### src/rtl/camera_pkg.sv
// camera_pkg -- shared definitions for the pixel readout block.
//   state_e     : readout FSM state encoding
//   ERR_*       : bit positions inside the sticky err vector
//   CONV_CNT_W  : width of the conversion counter (holds CONV_CYCLES-1 for 1..15)
package camera_pkg;

    typedef enum logic [2:0] {
        IDLE     = 3'd0,
        EXPOSING = 3'd1,
        WAIT_ROW = 3'd2,
        CONVERT  = 3'd3,
        CAPTURE  = 3'd4
    } state_e;

    localparam int ERR_OVF  = 0;
    localparam int ERR_CONF = 1;

    localparam int CONV_CNT_W = 4;

endpackage

### src/rtl/pixel_readout_if.sv
// pixel_readout_if -- output stream of the readout block.
//   pix_data  : FIFO head sample
//   pix_valid : FIFO not empty
//   pix_addr  : {row, col} of the head sample
//   pix_ready : downstream accepts the head sample
// master = pixel_readout, slave = downstream consumer.
interface pixel_readout_if #(
    parameter int DATA_W = 8
);
    logic [DATA_W-1:0] pix_data;
    logic              pix_valid;
    logic [1:0]        pix_addr;
    logic              pix_ready;

    modport master (output pix_data, output pix_valid, output pix_addr, input pix_ready);
    modport slave  (input pix_data, input pix_valid, input pix_addr, output pix_ready);
endinterface

### src/rtl/pixel_fifo.sv
// pixel_fifo -- synchronous FIFO holding {row, col, sample} words.
//   clk, reset : clock, asynchronous active-high reset
//   flush_i    : empties the FIFO on the next edge
//   push_i     : write wdata_i (dropped when full unless a pop frees a slot)
//   pop_i      : consume the head entry when not empty
//   rdata_o    : head entry, zero while empty
//   valid_o    : FIFO not empty
//   drop_o     : a push was refused because the FIFO was full
module pixel_fifo #(
    parameter int W     = 10,
    parameter int DEPTH = 4
) (
    input  logic         clk,
    input  logic         reset,
    input  logic         flush_i,
    input  logic         push_i,
    input  logic [W-1:0] wdata_i,
    input  logic         pop_i,
    output logic [W-1:0] rdata_o,
    output logic         valid_o,
    output logic         drop_o
);
    localparam int AW = $clog2(DEPTH);
    localparam logic [AW:0] PTR_ONE = 1;

    // Pointers carry one extra wrap bit to separate full from empty.
    logic [AW:0]  wr_q, wr_d, rd_q, rd_d;
    logic [W-1:0] mem_q [DEPTH];
    logic         empty, full, do_push, do_pop;

    assign empty   = (wr_q == rd_q);
    assign full    = (wr_q[AW] != rd_q[AW]) && (wr_q[AW-1:0] == rd_q[AW-1:0]);
    assign do_pop  = pop_i && !empty;
    // A pop in the same cycle frees the slot, so a push on a full FIFO still lands.
    assign do_push = push_i && (!full || do_pop);
    assign drop_o  = push_i && full && !do_pop;

    always_comb begin
        wr_d = wr_q;
        rd_d = rd_q;
        if (flush_i) begin
            wr_d = '0;
            rd_d = '0;
        end else begin
            if (do_push) wr_d = wr_q + PTR_ONE;
            if (do_pop)  rd_d = rd_q + PTR_ONE;
        end
    end

    always_ff @(posedge clk or posedge reset) begin
        if (reset) begin
            wr_q <= '0;
            rd_q <= '0;
        end else begin
            wr_q <= wr_d;
            rd_q <= rd_d;
        end
    end

    always_ff @(posedge clk) begin
        if (do_push && !flush_i) mem_q[wr_q[AW-1:0]] <= wdata_i;
    end

    assign rdata_o = empty ? '0 : mem_q[rd_q[AW-1:0]];
    assign valid_o = !empty;

endmodule

### src/rtl/pixel_readout.sv
// pixel_readout -- two-row, two-column pixel readout sequencer with output FIFO.
//   clk, reset       : clock, asynchronous active-high reset
//   expose           : exposure phase from the row controller
//   erase            : abort frame, flush FIFO
//   ADC_enable       : conversion window from the row controller
//   NRE_1, NRE_2     : active-low row read enables (row 0 = NRE_1)
//   adc_col0/1       : ADC results of the enabled row
//   pix              : output stream (data, valid, {row,col} addr, ready)
//   row_done         : one-cycle pulse per captured row
//   frame_done       : one-cycle pulse once both rows are captured
//   err              : sticky {row-select conflict, FIFO overflow}
module pixel_readout
    import camera_pkg::*;
#(
    parameter int DATA_W      = 8,
    parameter int CONV_CYCLES = 4,
    parameter int FIFO_DEPTH  = 4
) (
    input  logic              clk,
    input  logic              reset,
    input  logic              expose,
    input  logic              erase,
    input  logic              ADC_enable,
    input  logic              NRE_1,
    input  logic              NRE_2,
    input  logic [DATA_W-1:0] adc_col0,
    input  logic [DATA_W-1:0] adc_col1,
    pixel_readout_if.master   pix,
    output logic              row_done,
    output logic              frame_done,
    output logic [1:0]        err
);
    localparam int FW = DATA_W + 2;
    localparam logic [CONV_CNT_W-1:0] CNT_ONE  = 1;
    localparam logic [CONV_CNT_W-1:0] CNT_LAST = CONV_CNT_W'(CONV_CYCLES - 1);

    state_e                  state_q, state_d;
    logic [CONV_CNT_W-1:0]   cnt_q, cnt_d;
    logic                    row_q, row_d;
    logic [1:0]              seen_q, seen_d, seen_nx;
    logic                    col_q, col_d;
    logic [DATA_W-1:0]       c1_q, c1_d;
    logic                    row_done_q, row_done_d;
    logic                    frame_done_q, frame_done_d;
    logic [1:0]              err_q, err_d;

    logic                    push;
    logic [FW-1:0]           wdata;
    logic [FW-1:0]           rdata;
    logic                    drop;
    logic                    restart;

    assign restart = expose && (state_q != IDLE) && (state_q != EXPOSING);

    always_comb begin
        state_d      = state_q;
        cnt_d        = cnt_q;
        row_d        = row_q;
        seen_d       = seen_q;
        seen_nx      = seen_q;
        col_d        = 1'b0;
        c1_d         = c1_q;
        row_done_d   = 1'b0;
        frame_done_d = 1'b0;
        err_d        = err_q;
        push         = 1'b0;
        wdata        = '0;

        // Second half of a capture: column 1 is written the cycle after CAPTURE.
        if (col_q) begin
            push  = 1'b1;
            wdata = {row_q, 1'b1, c1_q};
        end

        if (erase) begin
            state_d = IDLE;
            seen_d  = 2'b00;
            cnt_d   = '0;
            push    = 1'b0;
        end else if (restart) begin
            // New exposure mid-frame: start over but keep what is already queued.
            state_d = EXPOSING;
            seen_d  = 2'b00;
            cnt_d   = '0;
        end else begin
            case (state_q)
                IDLE: begin
                    if (expose) state_d = EXPOSING;
                end
                EXPOSING: begin
                    if (!expose) state_d = WAIT_ROW;
                end
                WAIT_ROW: begin
                    if (ADC_enable) begin
                        if (!NRE_1 && !NRE_2) begin
                            err_d[ERR_CONF] = 1'b1;
                        end else if (NRE_1 ^ NRE_2) begin
                            state_d = CONVERT;
                            row_d   = NRE_1;   // NRE_1 low selects row 0
                            cnt_d   = '0;
                        end
                    end
                end
                CONVERT: begin
                    if (!ADC_enable) begin
                        state_d = WAIT_ROW;
                        cnt_d   = '0;
                    end else if (cnt_q == CNT_LAST) begin
                        state_d = CAPTURE;
                        cnt_d   = '0;
                    end else begin
                        cnt_d = cnt_q + CNT_ONE;
                    end
                end
                CAPTURE: begin
                    push       = 1'b1;
                    wdata      = {row_q, 1'b0, adc_col0};
                    col_d      = 1'b1;
                    c1_d       = adc_col1;
                    row_done_d = 1'b1;
                    seen_nx    = seen_q | (row_q ? 2'b10 : 2'b01);
                    if (&seen_nx) begin
                        frame_done_d = 1'b1;
                        seen_d       = 2'b00;
                        state_d      = IDLE;
                    end else begin
                        seen_d  = seen_nx;
                        state_d = WAIT_ROW;
                    end
                end
                default: state_d = IDLE;
            endcase
        end

        if (drop) err_d[ERR_OVF] = 1'b1;
    end

    always_ff @(posedge clk or posedge reset) begin
        if (reset) begin
            state_q      <= IDLE;
            cnt_q        <= '0;
            row_q        <= 1'b0;
            seen_q       <= 2'b00;
            col_q        <= 1'b0;
            c1_q         <= '0;
            row_done_q   <= 1'b0;
            frame_done_q <= 1'b0;
            err_q        <= 2'b00;
        end else begin
            state_q      <= state_d;
            cnt_q        <= cnt_d;
            row_q        <= row_d;
            seen_q       <= seen_d;
            col_q        <= col_d;
            c1_q         <= c1_d;
            row_done_q   <= row_done_d;
            frame_done_q <= frame_done_d;
            err_q        <= err_d;
        end
    end

    pixel_fifo #(
        .W     (FW),
        .DEPTH (FIFO_DEPTH)
    ) u_fifo (
        .clk     (clk),
        .reset   (reset),
        .flush_i (erase),
        .push_i  (push),
        .wdata_i (wdata),
        .pop_i   (pix.pix_ready),
        .rdata_o (rdata),
        .valid_o (pix.pix_valid),
        .drop_o  (drop)
    );

    assign pix.pix_data = rdata[DATA_W-1:0];
    assign pix.pix_addr = rdata[DATA_W+1:DATA_W];
    assign row_done     = row_done_q;
    assign frame_done   = frame_done_q;
    assign err          = err_q;

endmodule

### src/flat_wrapper.sv
// flat-port wrapper written by rule: the top's interface ports become plain ports
module pixel_readout_flat import camera_pkg::*;
#(
    parameter int DATA_W      = 8,
    parameter int CONV_CYCLES = 4,
    parameter int FIFO_DEPTH  = 4
)
  (clk, reset, expose, erase, ADC_enable, NRE_1, NRE_2, adc_col0, adc_col1, row_done, frame_done, err, pix_pix_data, pix_pix_valid, pix_pix_addr, pix_pix_ready);
  pixel_readout_if #(.DATA_W(DATA_W)) pix_i ();
  input  logic clk;
  input  logic reset;
  input  logic expose;
  input  logic erase;
  input  logic ADC_enable;
  input  logic NRE_1;
  input  logic NRE_2;
  input  logic [DATA_W-1:0] adc_col0;
  input  logic [DATA_W-1:0] adc_col1;
  output logic row_done;
  output logic frame_done;
  output logic [1:0] err;
  output wire logic [$bits(pix_i.pix_data)-1:0] pix_pix_data;
  output wire logic [$bits(pix_i.pix_valid)-1:0] pix_pix_valid;
  output wire logic [$bits(pix_i.pix_addr)-1:0] pix_pix_addr;
  input wire logic [$bits(pix_i.pix_ready)-1:0] pix_pix_ready;
  assign pix_pix_data = pix_i.pix_data;
  assign pix_pix_valid = pix_i.pix_valid;
  assign pix_pix_addr = pix_i.pix_addr;
  assign pix_i.pix_ready = pix_pix_ready;
  pixel_readout #(.DATA_W(DATA_W), .CONV_CYCLES(CONV_CYCLES), .FIFO_DEPTH(FIFO_DEPTH)) u_core (.clk(clk), .reset(reset), .expose(expose), .erase(erase), .ADC_enable(ADC_enable), .NRE_1(NRE_1), .NRE_2(NRE_2), .adc_col0(adc_col0), .adc_col1(adc_col1), .pix(pix_i), .row_done(row_done), .frame_done(frame_done), .err(err));
endmodule
### config.mk
export PLATFORM = sky130hd
export DESIGN_NAME = pixel_readout_flat
export DESIGN_NICKNAME = d
export VERILOG_FILES = /design/src/rtl/camera_pkg.sv /design/src/rtl/pixel_readout_if.sv /design/src/rtl/pixel_fifo.sv /design/src/rtl/pixel_readout.sv /design/src/flat_wrapper.sv
export SDC_FILE = /design/constraint.sdc
export NUM_CORES = 1
export LEC_CHECK = 0
export BUFFER_PORTS_ARGS = -buffer_cell sky130_fd_sc_hd__buf_2
export CORE_AREA = 4 4 100 102
export CTS_CLUSTER_SIZE = 20
export DETAILED_ROUTE_END_ITERATION = 10
export DIE_AREA = 0 0 104 106
export HOLD_SLACK_MARGIN = 0.06
export SLEW_MARGIN = 20
export SYNTH_ARGS = -nofsm -noshare
export SYNTH_HDL_FRONTEND = slang
export SYNTH_SLANG_ARGS = --single-unit
### constraint.sdc
create_clock -name clk -period 3.55 [get_ports clk]
set_input_delay 0.355 -clock clk [delete_from_list [all_inputs] [get_ports clk]]
set_output_delay 0.355 -clock clk [all_outputs]
set_load 0.1 [all_outputs]
# ---- After elaboration in Yosys (flattened, before gate mapping)
# Memories as Yosys holds them, arrays and structs flattened.
# Cells that the tools add are included.
dict set report op_classes {
  add_sub_neg 3
  eq_ne 15
  mux 46
  bitwise_logic 5
  reduce_logical 28
}
# cell count
set ops {}
lappend ops {{$mux W10} 5}
lappend ops {{$mux W3} 13}
lappend ops {{$mux W4} 7}
lappend ops {{$ne A4 B3 Y1 const B} 4}
lappend ops {{$pmux W3 S5} 1}
lappend ops {{$mux W1} 13}
lappend ops {{$mux W2} 6}
lappend ops {{$reduce_and A6 Y1} 2}
lappend ops {{$logic_and A1 B1 Y1} 9}
lappend ops {{$pmux W4 S2} 1}
lappend ops {{$add A3 B1 Y3 const B} 2}
lappend ops {{$eq A3 B2 Y1 const B} 2}
lappend ops {{$logic_not A1 Y1} 6}
lappend ops {{$reduce_bool A3 Y1} 2}
lappend ops {{$ne A5 B3 Y1 const B} 1}
lappend ops {{$reduce_and A5 Y1} 1}
lappend ops {{$add A4 B1 Y4 const B} 1}
lappend ops {{$eq A4 B2 Y1 const B} 1}
lappend ops {{$ne A4 B2 Y1 const B} 1}
lappend ops {{$reduce_and A4 Y1} 1}
lappend ops {{$reduce_bool A2 Y1} 2}
lappend ops {{$reduce_bool A4 Y1} 1}
lappend ops {{$eq A3 B1 Y1 const B} 1}
lappend ops {{$eq A3 B3 Y1} 1}
lappend ops {{other kinds (11)} 13}
dict set report totals {
  ff_bits 28
  ram_bits 40
  output_inout_bits 15
  n_memories 1
}
# name words word_bits read_ports rd_clocked_by_memory_dff write_ports line_no
set memory_table {}
lappend memory_table {u_core.u_fifo.mem_q 4 10 1 0 1 pixel_fifo.sv:28} ;# logic [W-1:0] mem_q [DEPTH];

# ---- Longest topological paths before layout
dict set report logic_depth {
  word_depth 9
  ltp_mapped 7
  depth_no_buf 6
}

# ---- Cells and area by module
# Synthesis repeated with hierarchy kept, for this count alone.
dict set report hier_totals {
  cells_unflattened 253
  area_unflattened_um2 3196.8
}
# module instances cells_each area_per_inst_um2
set modules_own_cells {}
lappend modules_own_cells {pixel_fifo 1 119 2028.2}
lappend modules_own_cells {pixel_readout 1 134 1168.6}

# ---- Least setup slack after synthesis
# Ideal clock, no wire load.
dict set report synth_timing {
  path_type {reg-to-reg}
  start {register u_core.col_q}
  end {memory u_core.u_fifo.mem_q[3][0], enable pin}
  setup_ns 0.403
  arrival_time_ns 2.416
  t_required_ns 3.147
  setup_slack_ns 0.731
  stages_incl_launch_ff 4
  synth_period_minus_slack_ns 2.819
  cell_sequence {dfrtp_1 buf_1 a31oi_2 nor4_1}
}
dict set report synth_between {
  elab_chain_len 8
}
# element line_no
set synth_rtl {}
lappend synth_rtl {{start: declaration} pixel_readout.sv:41} ;# logic col_q, col_d;
lappend synth_rtl {{start signal: assignment} pixel_readout.sv:154} ;# col_q <= col_d;
lappend synth_rtl {{$mux W1 *} pixel_readout.sv:70} ;# if (col_q) begin
lappend synth_rtl {{$mux W1} pixel_readout.sv:86} ;# case (state_q)
lappend synth_rtl {{$mux W1 *} pixel_readout.sv:80} ;# end else if (restart) begin
lappend synth_rtl {{$mux W1 *} pixel_readout.sv:75} ;# if (erase) begin
lappend synth_rtl {{$logic_and A1 B1 Y1 *} pixel_fifo.sv:35} ;# assign do_push = push_i && (!full || do_pop);
lappend synth_rtl {{$logic_and A1 B1 Y1 *} pixel_fifo.sv:61} ;# if (do_push && !flush_i) mem_q[wr_q[AW-1:0]] <= wdata_i;
lappend synth_rtl {{$mux W1 *} pixel_fifo.sv:61}
lappend synth_rtl {{$mux W1 (implied by the code) *} pixel_fifo.sv:61}
lappend synth_rtl {{end: declaration} pixel_fifo.sv:28}
# Mark *: on every way between the ends. The rest lies on a longest branch, timed or not.

# ---- Final worst setup path
dict set report layout_timing {
  start {register u_core.u_fifo.rd_q[1]}
  end {output pix_pix_data[4]}
}
dict set report layout_between {
  elab_chain_len 2
  elab_cells_between_ends 3
}
# element line_no
set layout_rtl {}
lappend layout_rtl {{start: declaration} pixel_fifo.sv:27} ;# logic [AW:0] wr_q, wr_d, rd_q, rd_d;
lappend layout_rtl {{start signal: assignment} pixel_fifo.sv:56} ;# rd_q <= rd_d;
lappend layout_rtl {{$mem_v2 Z4 W10 or $eq A3 B3 Y1 (tied branches)} n/a}
lappend layout_rtl {{$mux W10 *} pixel_fifo.sv:64} ;# assign rdata_o = empty ? '0 : mem_q[rd_q[AW-1:0]];
lappend layout_rtl {{end: declaration} flat_wrapper.sv:22} ;# output wire logic [$bits(pix_i.pix_data)-1:0] pix_pix_data;
# Marked as above.

==> results list <==
- In this run the standard cell core region covers 0.00911 mm2.
- In this run switching power makes up between 20 and 30% of total power.
* Setup-failing EPs final: 0
- Number of global-route vias before repair: 1915
* R2R Setup Slk: 1200 ps
- The cell area that synthesis handed to floorplanning was 0.00311 mm2.
* Dominant register cell in the synthesized netlist: sky130_fd_sc_hd__edfxtp_1
- The library cells used most frequently in the layout, excluding fill and tap cells, are 40 x sky130_fd_sc_hd__edfxtp_1, 38 x sky130_fd_sc_hd__buf_2, 28 x sky130_fd_sc_hd__dfrtp_1.
* Slew HR: 55.9%
- Compared with the post-synthesis result, the final layout area differs by 16.6%.
- Largest fanout of any net on the critical path: 13
* Starting density of the core: roughly a third
* Setup TNS Final: 0 ps
- Most area-consuming cells after synthesis: sky130_fd_sc_hd__edfxtp_1 39%, sky130_fd_sc_hd__dfrtp_1 22%, sky130_fd_sc_hd__mux4_2 7.2%
- Category of the worst setup path launch point: register
* Number of hold buffers added after cts: 0
- Yosys printed 0 warnings.
- The initial antenna violation count is 0.
- Synthesis produced a netlist with a net count of 259.
* Overall power of the completed layout: 1750 uW
- Pin count of the biggest net entering global routing: 29
- Worst Skew: 4.94 ps
* Drt first pass iters: 4
* Most common library cell in the layout ignoring fill and taps: sky130_fd_sc_hd__edfxtp_1
* Place WS: 1180 ps
- Hold violation total from the final report: 0
- Total routing resource utilization after global routing: between 10% and 20%
- In this run, post-CTS repair resized a total of 0 instances.
* Net switching power: 481 uW
- The tool flagged a number of max-cap violations equal to 0.
- The internal portion of the total power is 1270 uW.
- Post-synth ARST share: between 40% and 50%
- CTS H-tree depth: 3
- Synthesis produced 228 cells.
* Inserted Diodes: 0
- Depth of the most critical reg-to-reg path: 5
- Largest area contributor in the netlist: sky130_fd_sc_hd__edfxtp_1
* Port Buffers: 38
* Clk slew on worst S/H paths: 80 ps
- In this run the power density over the cells is 482 mW/mm2.
- After synthesis, the mean cell area works out to about 14 um2.
* Wire length of the first global-routing pass: ~9500 um
- Data on the critical path is required at its endpoint by between 3000 and 4000 ps.
- Minimum period implied by the final worst setup slack: ~2500 ps
- Final cell area excluding filler cells: ~0.0036 mm2
- Sequential elements use 61.1% of the synthesized area.
- I/O pins: 39
* Arrival @ worst endpoint: around 2200 ps
- Clock tree synthesis inserted a total of 9 buffers.
* Routability congestion estimate from global placement: between 0.7 and 0.8
- The worst setup path is captured at an output port.
- The startpoint identified for the worst register-to-register timing path is u_core.u_fifo.rd_q[1].
* Post-DR wirelength/cell: 15.0 um
- Number of routed nets with antenna violations: 0
- Worst-margin pin slew: 654 ps
- Placed cell area: 0.00343 mm2
* Drt total wl: approximately 5800 um
* Maximum root-to-sink buffer count: 2
- Setup WS post-layout: slightly above 1000 ps
- Number of synthesized register bits: 68
* Share of the core filled with cells in the final layout: 39.8%
- Detailed-placement wirelength estimate: 4130 um
* Worst Path Class, Setup: reg -> out
- After synthesis, the largest area contributor takes up 38.6% of total cell area.
- TritonCTS built the clock tree.
- In this run, synthesis inferred 40 flip-flops with an integrated enable.
- The flow ran to the end, and the final reports show no timing, DRC or antenna violations.
- Number of nets in the finished design: 300
- Per report_power, the clock group accounts for 36.4% of the total.
* Relative contribution of combinational cells to total power: 12.1%
* Top achievable clock speed: 394 MHz
- After layout, the worst path uses 71.5% of the clock period.
- Final max-slew violation count: 0
- Hold WC Path Type: in -> async
- Of the cells placed in the final design, the portion with a size suffix greater than 1 is 30.7%.
- Reg power frac: 51.5%
- Summed over all layers, the global routing overflow is 0.
* Clock Latency Late Sink: 330 ps
* CTS sink count: 68
* Cell at the root of the clock tree: sky130_fd_sc_hd__clkbuf_8
* Number of vias per cell: 4.88
- The die covers 0.0110 mm2.
- VDD sags by at most approximately 0.29 mV.
- In this run the core area contains 35 standard-cell rows.
- In this run the static leakage power is 0.00147 uW.
- Setup repair after global routing left no endpoint under its margin.
- Cell variety after synth: 45
* Reg2reg end: u_core.u_fifo.mem_q[1][3]
- Total via count after detailed routing: 1880
- In this run the horizontal extent of the chip is 104 um.
- Die outline height: 106 um
- Violation count after the first detailed-routing iteration: 88
- In the routed design, unresolved DRC markers number 0.
* Post-CTS setup buffer count: 0
## state kept, by name (all words and copies together), names as in the netlist
register	flops
u_core.c1_q	8
u_core.cnt_q	4
u_core.col_q	1
u_core.err	2
u_core.frame_done	1
u_core.row_q	1
u_core.seen_q	2
u_core.state_q	3
u_core.u_fifo.mem_q	40
u_core.u_fifo.rd_q	3
u_core.u_fifo.wr_q	3
## cells by family (layout without fill, tap and decap cells)
group / count (synthesis) / in the layout / synth area share [%]
AO/OA/AOI/OAI: 36 / 36 / 8.24
XOR/XNOR: 5 / 5 / 1.41
adder cells (fa/ha/maj): 7 / 7 / 2.81
buffers and inverters: 24 / 70 / 3.13
flip-flops: 68 / 68 / 61.1
multiplexers: 23 / 23 / 11.8
AND/OR/NAND/NOR: 65 / 65 / 11.5
## worst max-delay path: stages (launching register included)
cell                      delay, ps
sky130_fd_sc_hd__dfrtp_1        690
sky130_fd_sc_hd__xor2_1         320
sky130_fd_sc_hd__nor3_1         100
sky130_fd_sc_hd__buf_4          190
sky130_fd_sc_hd__nor2b_1        120
sky130_fd_sc_hd__buf_2          430
## per-layer routing
metal  wire length (um)  vias to the layer above  global-route usage (%)
met5                  0                        -                       0
met4                 53                        0                    3.70
met3                265                        5                    3.70
met2               2520                       34                    15.7
met1               2940                      914                    15.4
li1                   -                      927                       -
## layout make-up
| type | count | area, um2 |
|---|---|---|
| clock inverter | 7 | 75.1 |
| clock buffer | 9 | 124 |
| timing repair buffer | 43 | 228 |
| multi-input combinational | 136 | 1120 |
| tap | 111 | 139 |
| inverter | 11 | 41.3 |
| fill | 859 | 5480 |
| sequential | 68 | 1900 |
## per-stage QoR
stage	cells	hold WS, ps
final	385	78.3
after global routing	385	124
after CTS	385	232
after detailed placement	369	443
after global placement	369	441
after floorplan	228	420
## cells in the mapped netlist, drive strengths merged (2+ instances only)
cell    count
clkbuf      6
and3        3
nor3        3
xor2        4
mux2       10
ha          7
a21oi       6
o21ai      12
o31ai       2
nor2b      13
a22o        3
nor2       10
nand3b      3
or3         2
nor3b       2
dfrtp      28
inv        11
nand4b      2
nand2      19
mux2i       3
and2        3
mux4       10
buf         7
edfxtp     40
## worst max path at each step
stage / slack [ps] / from / cells past startpoint / endpoint
after global placement: 1250 / u_core.u_fifo.rd_q[1] / 5 / u_core.u_fifo.mem_q[0][1]
after floorplan: 730 / u_core.col_q / 3 / u_core.u_fifo.mem_q[3][0]
after global routing: 840 / u_core.u_fifo.rd_q[1] / 5 / pix_pix_data[4]
after CTS: 960 / u_core.u_fifo.rd_q[1] / 5 / pix_pix_addr[1]
final: 1010 / u_core.u_fifo.rd_q[1] / 5 / pix_pix_data[4]
after detailed placement: 1180 / u_core.u_fifo.rd_q[1] / 5 / u_core.u_fifo.mem_q[0][1]
## power by group through the flow
stage / clock network [uW] / registers [uW] / logic (uW)
after floorplan: 0 / 936 / 150
after global placement: 0 / 917 / 210
after detailed placement: 0 / 918 / 214
after CTS: 653 / 901 / 214
after global routing: 692 / 906 / 230
final: 636 / 901 / 212
Power figures use the tool's default switching activity.
